File: config.mk
export PLATFORM = sky130hd
export DESIGN_NAME = boss_attack_scheduler
export DESIGN_NICKNAME = d
export VERILOG_FILES = /design/src/rtl/boss_attack_scheduler_pkg.sv /design/src/rtl/boss_attack_scheduler_slot_picker.sv /design/src/rtl/boss_attack_scheduler.sv
export SDC_FILE = /design/constraint.sdc
export NUM_CORES = 1
export LEC_CHECK = 0
export BUFFER_PORTS_ARGS = -buffer_cell sky130_fd_sc_hd__buf_2
export CORE_MARGIN = 2
export CORE_UTILIZATION = 30
export DETAILED_ROUTE_END_ITERATION = 8
export GPL_TIMING_DRIVEN = 0
export PLACE_DENSITY = 0.46
export SETUP_SLACK_MARGIN = 0.1
export SLEW_MARGIN = 20
export SYNTH_ARGS = -nofsm -noshare
export SYNTH_HDL_FRONTEND = slang
export SYNTH_SLANG_ARGS = --single-unit
File: constraint.sdc
create_clock -name clk_master -period 13.4 [get_ports clk_master]
set_input_delay 1.34 -clock clk_master [delete_from_list [all_inputs] [get_ports clk_master]]
set_output_delay 1.34 -clock clk_master [all_outputs]
set_load 0.005 [all_outputs]
File: src/rtl/boss_attack_scheduler_pkg.sv
// Shared encodings and constants for the boss attack scheduler.
// Holds state/attack codes, slot count, LFSR seed/taps and attack type selection.
package boss_pkg;

  localparam int NUM_SLOTS    = 5;
  localparam int SLOT_CNT_W   = $clog2(NUM_SLOTS + 1);
  localparam int SPREAD_COUNT = 3;
  localparam int BURST_COUNT  = 3;

  localparam logic [7:0] LFSR_SEED = 8'hA5;
  // Taps 8,6,5,4 of a left-shifting Fibonacci LFSR (bit 7 is tap 8).
  localparam logic [7:0] LFSR_TAPS = 8'hB8;

  typedef enum logic [2:0] {
    S_IDLE,
    S_COOLDOWN,
    S_TELEGRAPH,
    S_FIRE,
    S_DEAD
  } state_t;

  typedef enum logic [1:0] {
    ATK_SINGLE  = 2'd0,
    ATK_SPREAD  = 2'd1,
    ATK_BURST   = 2'd2,
    ATK_BARRAGE = 2'd3
  } attack_t;

  function automatic attack_t pick_type(input logic       force_en,
                                        input logic [1:0] force_type,
                                        input logic [1:0] ph,
                                        input logic [1:0] rnd);
    attack_t t;
    if (force_en) begin
      t = attack_t'(force_type);
    end else begin
      case (ph)
        2'd0:    t = attack_t'({1'b0, rnd[0]});
        2'd1:    t = (rnd == 2'd3) ? ATK_BURST : attack_t'(rnd);
        default: t = attack_t'(rnd);
      endcase
    end
    return t;
  endfunction

endpackage

File: src/rtl/boss_attack_scheduler_slot_picker.sv
// Combinational: selects the lowest-index n bits that are set in the free mask.
// Fewer than n bits are returned when fewer are free.
module slot_picker
  import boss_pkg::*;
(
  input  logic [NUM_SLOTS-1:0]  free_i,
  input  logic [SLOT_CNT_W-1:0] n_i,
  output logic [NUM_SLOTS-1:0]  mask_o
);

  logic [SLOT_CNT_W-1:0] taken;

  always_comb begin
    mask_o = '0;
    taken  = '0;
    for (int i = 0; i < NUM_SLOTS; i++) begin
      if (free_i[i] && (taken < n_i)) begin
        mask_o[i] = 1'b1;
        taken     = taken + 1'b1;
      end
    end
  end

endmodule

File: src/rtl/boss_attack_scheduler.sv
// Boss attack sequencer: cooldown -> telegraph -> fire, all timing in cycleStep ticks.
// Spawn pulses are registered; a volley with no free slot waits in FIRE for a later tick.
module boss_attack_scheduler
  import boss_pkg::*;
#(
  parameter int HP_W            = 10,
  parameter int PHASE2_HP       = 300,
  parameter int PHASE3_HP       = 150,
  parameter int TELEGRAPH_TICKS = 2
) (
  input  logic                 clk_master,
  input  logic                 rst,
  input  logic                 pulse_cycleStep,
  input  logic                 enable,
  input  logic [HP_W-1:0]      bossHP,
  input  logic [31:0]          delay,
  input  logic [NUM_SLOTS-1:0] slotBusy,
  input  logic                 forceTypeEn,
  input  logic [1:0]           forceType,
  output logic [NUM_SLOTS-1:0] spawnMask,
  output logic                 bossShoot,
  output logic [1:0]           attackType,
  output logic [1:0]           phase,
  output logic                 indicate1,
  output logic                 busy
);

  state_t                state_q, state_d;
  logic [31:0]           cnt_q, cnt_d;
  logic [1:0]            shots_q, shots_d;
  attack_t               type_q, type_d;
  logic [NUM_SLOTS-1:0]  spawn_q, spawn_d;
  logic                  shoot_q;
  logic [1:0]            phase_q, phase_d;
  logic [7:0]            lfsr_q, lfsr_d;
  logic [31:0]           delay_sh, cool_load;
  logic [SLOT_CNT_W-1:0] pick_n;
  logic [NUM_SLOTS-1:0]  grant;

  always_comb begin
    if (bossHP > HP_W'(PHASE2_HP)) begin
      phase_d = 2'd0;
    end else if (bossHP > HP_W'(PHASE3_HP)) begin
      phase_d = 2'd1;
    end else begin
      phase_d = 2'd2;
    end
  end

  assign lfsr_d    = {lfsr_q[6:0], ^(lfsr_q & LFSR_TAPS)};
  assign delay_sh  = delay >> phase_q;
  assign cool_load = (delay_sh == 32'd0) ? 32'd1 : delay_sh;

  always_comb begin
    case (type_q)
      ATK_SPREAD:  pick_n = SLOT_CNT_W'(SPREAD_COUNT);
      ATK_BARRAGE: pick_n = SLOT_CNT_W'(NUM_SLOTS);
      default:     pick_n = SLOT_CNT_W'(1);
    endcase
  end

  slot_picker u_slot_picker (
    .free_i (~slotBusy),
    .n_i    (pick_n),
    .mask_o (grant)
  );

  always_comb begin
    state_d = state_q;
    cnt_d   = cnt_q;
    shots_d = shots_q;
    type_d  = type_q;
    spawn_d = '0;

    // Death wins over everything, then a dropped enable aborts without spawning.
    if (state_q == S_DEAD) begin
      state_d = S_DEAD;
    end else if ((state_q != S_IDLE) && (bossHP == '0)) begin
      state_d = S_DEAD;
    end else if ((state_q != S_IDLE) && !enable) begin
      state_d = S_IDLE;
    end else begin
      case (state_q)
        S_IDLE: begin
          if (enable) begin
            state_d = S_COOLDOWN;
            cnt_d   = cool_load;
          end
        end
        S_COOLDOWN: begin
          if (pulse_cycleStep) begin
            if (cnt_q == 32'd1) begin
              state_d = S_TELEGRAPH;
              type_d  = pick_type(forceTypeEn, forceType, phase_q, lfsr_q[1:0]);
              cnt_d   = 32'(TELEGRAPH_TICKS);
            end else begin
              cnt_d = cnt_q - 32'd1;
            end
          end
        end
        S_TELEGRAPH: begin
          if (pulse_cycleStep) begin
            if (cnt_q == 32'd1) begin
              state_d = S_FIRE;
              shots_d = (type_q == ATK_BURST) ? 2'(BURST_COUNT) : 2'd1;
            end else begin
              cnt_d = cnt_q - 32'd1;
            end
          end
        end
        S_FIRE: begin
          if (pulse_cycleStep && (grant != '0)) begin
            spawn_d = grant;
            if ((type_q == ATK_BURST) && (shots_q != 2'd1)) begin
              shots_d = shots_q - 2'd1;
            end else begin
              shots_d = '0;
              state_d = S_COOLDOWN;
              cnt_d   = cool_load;
            end
          end
        end
        default: state_d = S_IDLE;
      endcase
    end
  end

  always_ff @(posedge clk_master) begin
    if (rst) begin
      state_q <= S_IDLE;
      cnt_q   <= '0;
      shots_q <= '0;
      type_q  <= ATK_SINGLE;
      spawn_q <= '0;
      shoot_q <= 1'b0;
      phase_q <= 2'd0;
      lfsr_q  <= LFSR_SEED;
    end else begin
      state_q <= state_d;
      cnt_q   <= cnt_d;
      shots_q <= shots_d;
      type_q  <= type_d;
      spawn_q <= spawn_d;
      shoot_q <= |spawn_d;
      phase_q <= phase_d;
      lfsr_q  <= lfsr_d;
    end
  end

  assign spawnMask  = spawn_q;
  assign bossShoot  = shoot_q;
  assign attackType = type_q;
  assign phase      = phase_q;
  assign indicate1  = (state_q == S_TELEGRAPH);
  assign busy       = (state_q == S_TELEGRAPH) || (state_q == S_FIRE);

endmodule
# After elaboration in Yosys (flattened, before gate mapping)

Cells that the tools add are included.

Register bits after elaboration: 55
Input bits: 54
Logic and storage cells: 125

Add/sub/neg operators: 5
$lt $le $gt $ge: 7
Equal/unequal tests: 26
Shifts and indexed selects: 1
Mux-type cells: 45
Bitwise gates (word level): 4
Reductions and logical operators: 28

Operator list:

| cell                  | count |
|---|---|
| $mux 32               | 8 |
| $pmux 32 s4           | 1 |
| $mux 3                | 13 |
| $eq 32x1->1 const B   | 1 |
| $logic_not 32->1      | 1 |
| $shr 32x2->32         | 1 |
| $sub 32x1->32 const B | 1 |
| $mux 5                | 5 |
| $ne 5x5->1 const B    | 5 |
| $reduce_and 7->1      | 3 |
| $mux 2                | 8 |
| $ne 2x2->1 const B    | 7 |
| $pmux 3 s4            | 1 |
| $gt 10x8->1 const B   | 1 |
| $gt 10x9->1 const B   | 1 |
| $logic_not 10->1      | 1 |
| $reduce_and 10->1     | 1 |
| $logic_and 1x1->1     | 9 |
| $lt 3x3->1            | 3 |
| $pmux 2 s2            | 2 |
| $reduce_xor 8->1      | 1 |
| $add 3x1->3 const B   | 2 |
| $eq 2x2->1 const B    | 3 |
| $eq 3x2->1 const B    | 2 |
| other kinds (26)      | 35 |

# Depth between registers and ports, before layout

Depth after elaboration: 25
Depth in mapped cells: 23
Depth with buffers taken out: 20

# By module

Synthesis repeated with hierarchy kept, for this count alone.

Cell total of the unflattened synthesis: 531
Area total of the unflattened synthesis: 4,282.9 um2

Modules (own cells, without submodules):

| module                | instances | cells each | area an instance (um2) | seq. area each (um2) |
|---|---|---|---|---|
| boss_attack_scheduler | 1         | 478        | 3,885.0                | 1,101.1 |
| slot_picker           | 1         | 53         | 397.9                  | 0.0 |

# Worst setup path after synthesis

OpenSTA, ideal clock, no wires.

Path type: input to register
Start point: input port slotBusy[0]
End point: register cnt_q[23]
Arrival: 5,838 ps
Data required time: 13,321 ps
Path slack: 7,483 ps
Cell stages on the path: 18
Path buffers: 1
Cell sequence: nor2_1 nor2_1 ha_1 and4b_1 or3_1 nor2_1 ha_1 a211oi_1 o21ai_0 mux2_2 ha_1 or4_1 nor3_1 nor4_1 or2_1 buf_4 or4_1 o221ai_2

Longest elaborated chain between the ends: 19
Elaborated cells between the ends (all ways): 26
Classes of those cells: add/sub (3); order compare (4); eq/ne (1); mux (9); bitwise (1); reduce/logical (8)

RTL lines:

| what                          | line                                    | source |
|---|---|---|
| start, declared               | boss_attack_scheduler.sv:17             | `input logic [NUM_SLOTS-1:0] slotBusy,` |
| $not 5->5 *                   | boss_attack_scheduler.sv:63             | `.free_i (~slotBusy),` |
| $logic_and 1x1->1 *           | boss_attack_scheduler_slot_picker.sv:17 | `if (free_i[i] && (taken < n_i)) begin` |
| $mux 1                        | boss_attack_scheduler_slot_picker.sv:17 |  |
| $lt 1x3->1                    | boss_attack_scheduler_slot_picker.sv:17 |  |
| $logic_and 1x1->1             | boss_attack_scheduler_slot_picker.sv:17 |  |
| $mux 3                        | boss_attack_scheduler_slot_picker.sv:17 |  |
| $lt 3x3->1                    | boss_attack_scheduler_slot_picker.sv:17 |  |
| $logic_and 1x1->1             | boss_attack_scheduler_slot_picker.sv:17 |  |
| [3 not listed]                | --                                      |  |
| $mux 3                        | boss_attack_scheduler_slot_picker.sv:17 |  |
| $lt 3x3->1                    | boss_attack_scheduler_slot_picker.sv:17 |  |
| $logic_and 1x1->1             | boss_attack_scheduler_slot_picker.sv:17 |  |
| $mux 1                        | boss_attack_scheduler_slot_picker.sv:17 |  |
| $reduce_bool 5->1 *           | boss_attack_scheduler.sv:112            | `if (pulse_cycleStep && (grant != '0)) begin` |
| $logic_and 1x1->1 *           | boss_attack_scheduler.sv:112            |  |
| $ne 2x2->1 (no line) *        | --                                      |  |
| $reduce_and 10->1 (no line) * | --                                      |  |
| end signal, assigned          | boss_attack_scheduler.sv:140            | `cnt_q <= cnt_d;` |
| end, declared                 | boss_attack_scheduler.sv:29             | `logic [31:0] cnt_q, cnt_d;` |

Every way passes the cells marked *; elsewhere a longest branch is shown, timed or not.
A chain may end at the register's enable or synchronous reset.

# Worst setup path in the final report

Start point: input port slotBusy[0]
End point: register cnt_q[22]

Same word-level chain as after synthesis.

==> results.ini <==
[sta]
post-route-min-period_ns = 6.65
fin_ws_ns = 6.75
fmax_mhz = 150
final.setup_skew_ns = 0.0105
finalCritPeriodShare_pct = 49.6
maxSlewHeadroom_pct = 33.8
tns_ns = 0
finalSetupViolations = 0
hold_ws_ns = 0.418
rsz0062_at_grt = no
hold_violations = 0
worst_pin_slew_ns = 0.985
finalMaxSlewViolations = 0

[yosys]
syn-cell-area_mm2 = 0.00432
synth.avg_cell_area_um2 = 8.74
synth_most_common_cell = nor2_1
synthTopCellsByArea = dfxtp_1 25%, mux4_2 10%, nor2_1 5.0%
synth_top_area_share_pct = 25.5
synth_common_cells = 58 x nor2_1, 55 x dfxtp_1, 34 x nand2_1
synth_area_leader_cell = dfxtp_1
async_flop_share_pct = 0
yosysUniqueCellTypes = 67
syn-instance-count = 494
syn_nets = 558
synth.yosys.seq_area_share_pct = 25.5
synth_edf_count = 0
ys_warn_count = 0
synth_flop_cell = dfxtp_1
synth_seq_cells = 55

[cells_and_area]
syn2layout_area_growth_pct = 16.5
fin_nets = 630
final_cell_count_no_fill = 747
final_util_pct = 36.0
drive_above_1_share_pct = 23.8
diodes = 0

[critical_path]
worstPathRequired_ns = 13.64
worstSetupEndpointType = flip-flop
crit_type = in2reg
reg2reg_from = attackType[0]$_SDFFE_PP0P_
start_kind = input pin
cp-startpoint = slotBusy[0]
crit_fanout = 8
reg2reg_slack_ns = 7.38
crit_arrival_ns = 6.89

[cts]
clock_sinks = 55
htree_levels = 2
root_buffer = clkbuf_16
clkSlewWorstSetupHoldPaths_ns = 0.07
clock_path_buffers = 2
cts_resized = 0
cts_hold_buf = 0
cts_buffers = 5
cts_tree = yes
cts_setup_buffers = 0
clock_latency_ns = 0.30

[pwr]
power_density_mw_per_mm2 = 101
p_leak_nw = 1.93
pwr-share-seq_pct = 38.4
pwr-share-clk_pct = 27.2
p_sw_share_pct = 36.3
irDropWorstVdd_v = 0.0000570
power.internal_mw = 0.325
p_sw_mw = 0.185
comb_power_share_pct = 34.4

[die]
core.rowCount = 43
fp.coreArea_mm2 = 0.0140
die_y_um = 124
die-area_mm2 = 0.0154
io_pins = 66
die_x_um = 124
start_util_pct = 30.9

[routing]
wl_met3_um = 620
wl_met2_um = 6790
drt-total-wl_um = 14200
highest_layer = met4
route.detailed.drc = 0
drt-met1-wl_um = 6610
drtIter0Drc = 308
vias_per_cell = 5.65
wl_per_cell_um = 19.1
ant_nets = 0
drt_pass1_iterations = 4
num_vias = 4222

[flow_run]
maxCapViolations = 0

[placed_design]
pre_cts_ws_ns = 6.49
dp_cells = 739
port_buffers = 65
hpwl_um = 10900
routabilityCongestion = 0.876

[global_routing]
overflow = 0
grt_pass1_vias = 4102
antenna_found_initial = 0
grtUsageTotal_pct = 19.2
grt_max_degree = 17
grt_pass1_wl_um = 22700

[hold_path]
hp-start = lfsr_q[6]$_SDFF_PP0_
hp-class = reg2reg

[status]
status = finished, final reports clean

[per-stage QoR]
step           area [um2]  total power [mW]
4_1_cts              5020             0.513
3_3_place_gp         4870             0.370
6_report             5030             0.511
5_1_grt              5030             0.539
2_1_floorplan        4320             0.318
3_5_place_dp         4870             0.372
[worst max-delay path, cell delays in order]
cell	delay, ns
buf_2	0.12
nor2_1	0.12
nor2_1	0.08
ha_1	0.36
and4b_1	0.25
or3_1	0.41
nor2_1	0.18
ha_1	0.29
a211oi_1	0.51
o21ai_0	0.31
mux2_2	0.34
ha_1	0.28
or2_2	0.28
a211oi_1	0.48
nor4_2	0.20
nor4_2	0.90
o211ai_1	0.30
nand3_1	0.13
[power groups by stage]
stage	Clock, mW	Combinational, mW	Sequential [mW]
6_report	0.139	0.176	0.196
5_1_grt	0.148	0.193	0.198
4_1_cts	0.143	0.174	0.196
3_5_place_dp	0	0.173	0.199
3_3_place_gp	0	0.171	0.199
2_1_floorplan	0	0.123	0.195
[logic make-up after synthesis]
family,Yosys count,share of synthesized area (%)
and+or+nand+nor,207,25.6
AOI/OAI and AO/OA,119,20.6
DFF,55,25.5
buffers and inverters,54,5.91
muxes,34,16.4
xor gates and xnor gates,15,3.04
adders and majority gates,10,2.90
[worst paths after layout]
| path | cells after the start | to |
|---|---|---|
| min | 1 | lfsr_q[7]$_SDFF_PP1_ |
| max reg2reg | 18 | cnt_q[22]$_SDFFE_PP0P_ |
| max | 18 | cnt_q[22]$_SDFFE_PP0P_ |
| min reg2reg | 1 | lfsr_q[7]$_SDFF_PP1_ |
[metal layers]
metal | track usage [%] | up-vias
li1 | - | 2036
met1 | 25.5 | 2047
met2 | 33.3 | 126
met3 | 2.20 | 13
met4 | 4.42 | 0
met5 | 0 | -
[state kept, by name, indices dropped and copies added (netlist names)]
register and cells:
cnt_q 32, lfsr_q 8, spawnMask 5, state_q 3, attackType 2, phase 2
shots_q 2, bossShoot 1
[layout make-up]
cell class	count	area, um2
Tap cell	180	225
Sequential cell	55	1100
Fill cell	1459	8960
Timing Repair Buffer	65	325
Inverter	26	97.6
Buffer	28	158
Multi-Input combinational cell	385	2970
Clock buffer	7	143
Clock inverter	1	8.76
[layout by cell type (no fill, tap or decap), drive strengths merged, types with 11 or more instances in the layout]
master and n:
nor2 58, dfxtp 55, clkbuf 20, nand2 35
o211ai 20, nor3 22, nor4 18, mux4 27
nand3 12, buf 80, a211oi 17, a22oi 11
inv 25, a21oi 23
No activity file was read; power rests on OpenSTA's default activity.
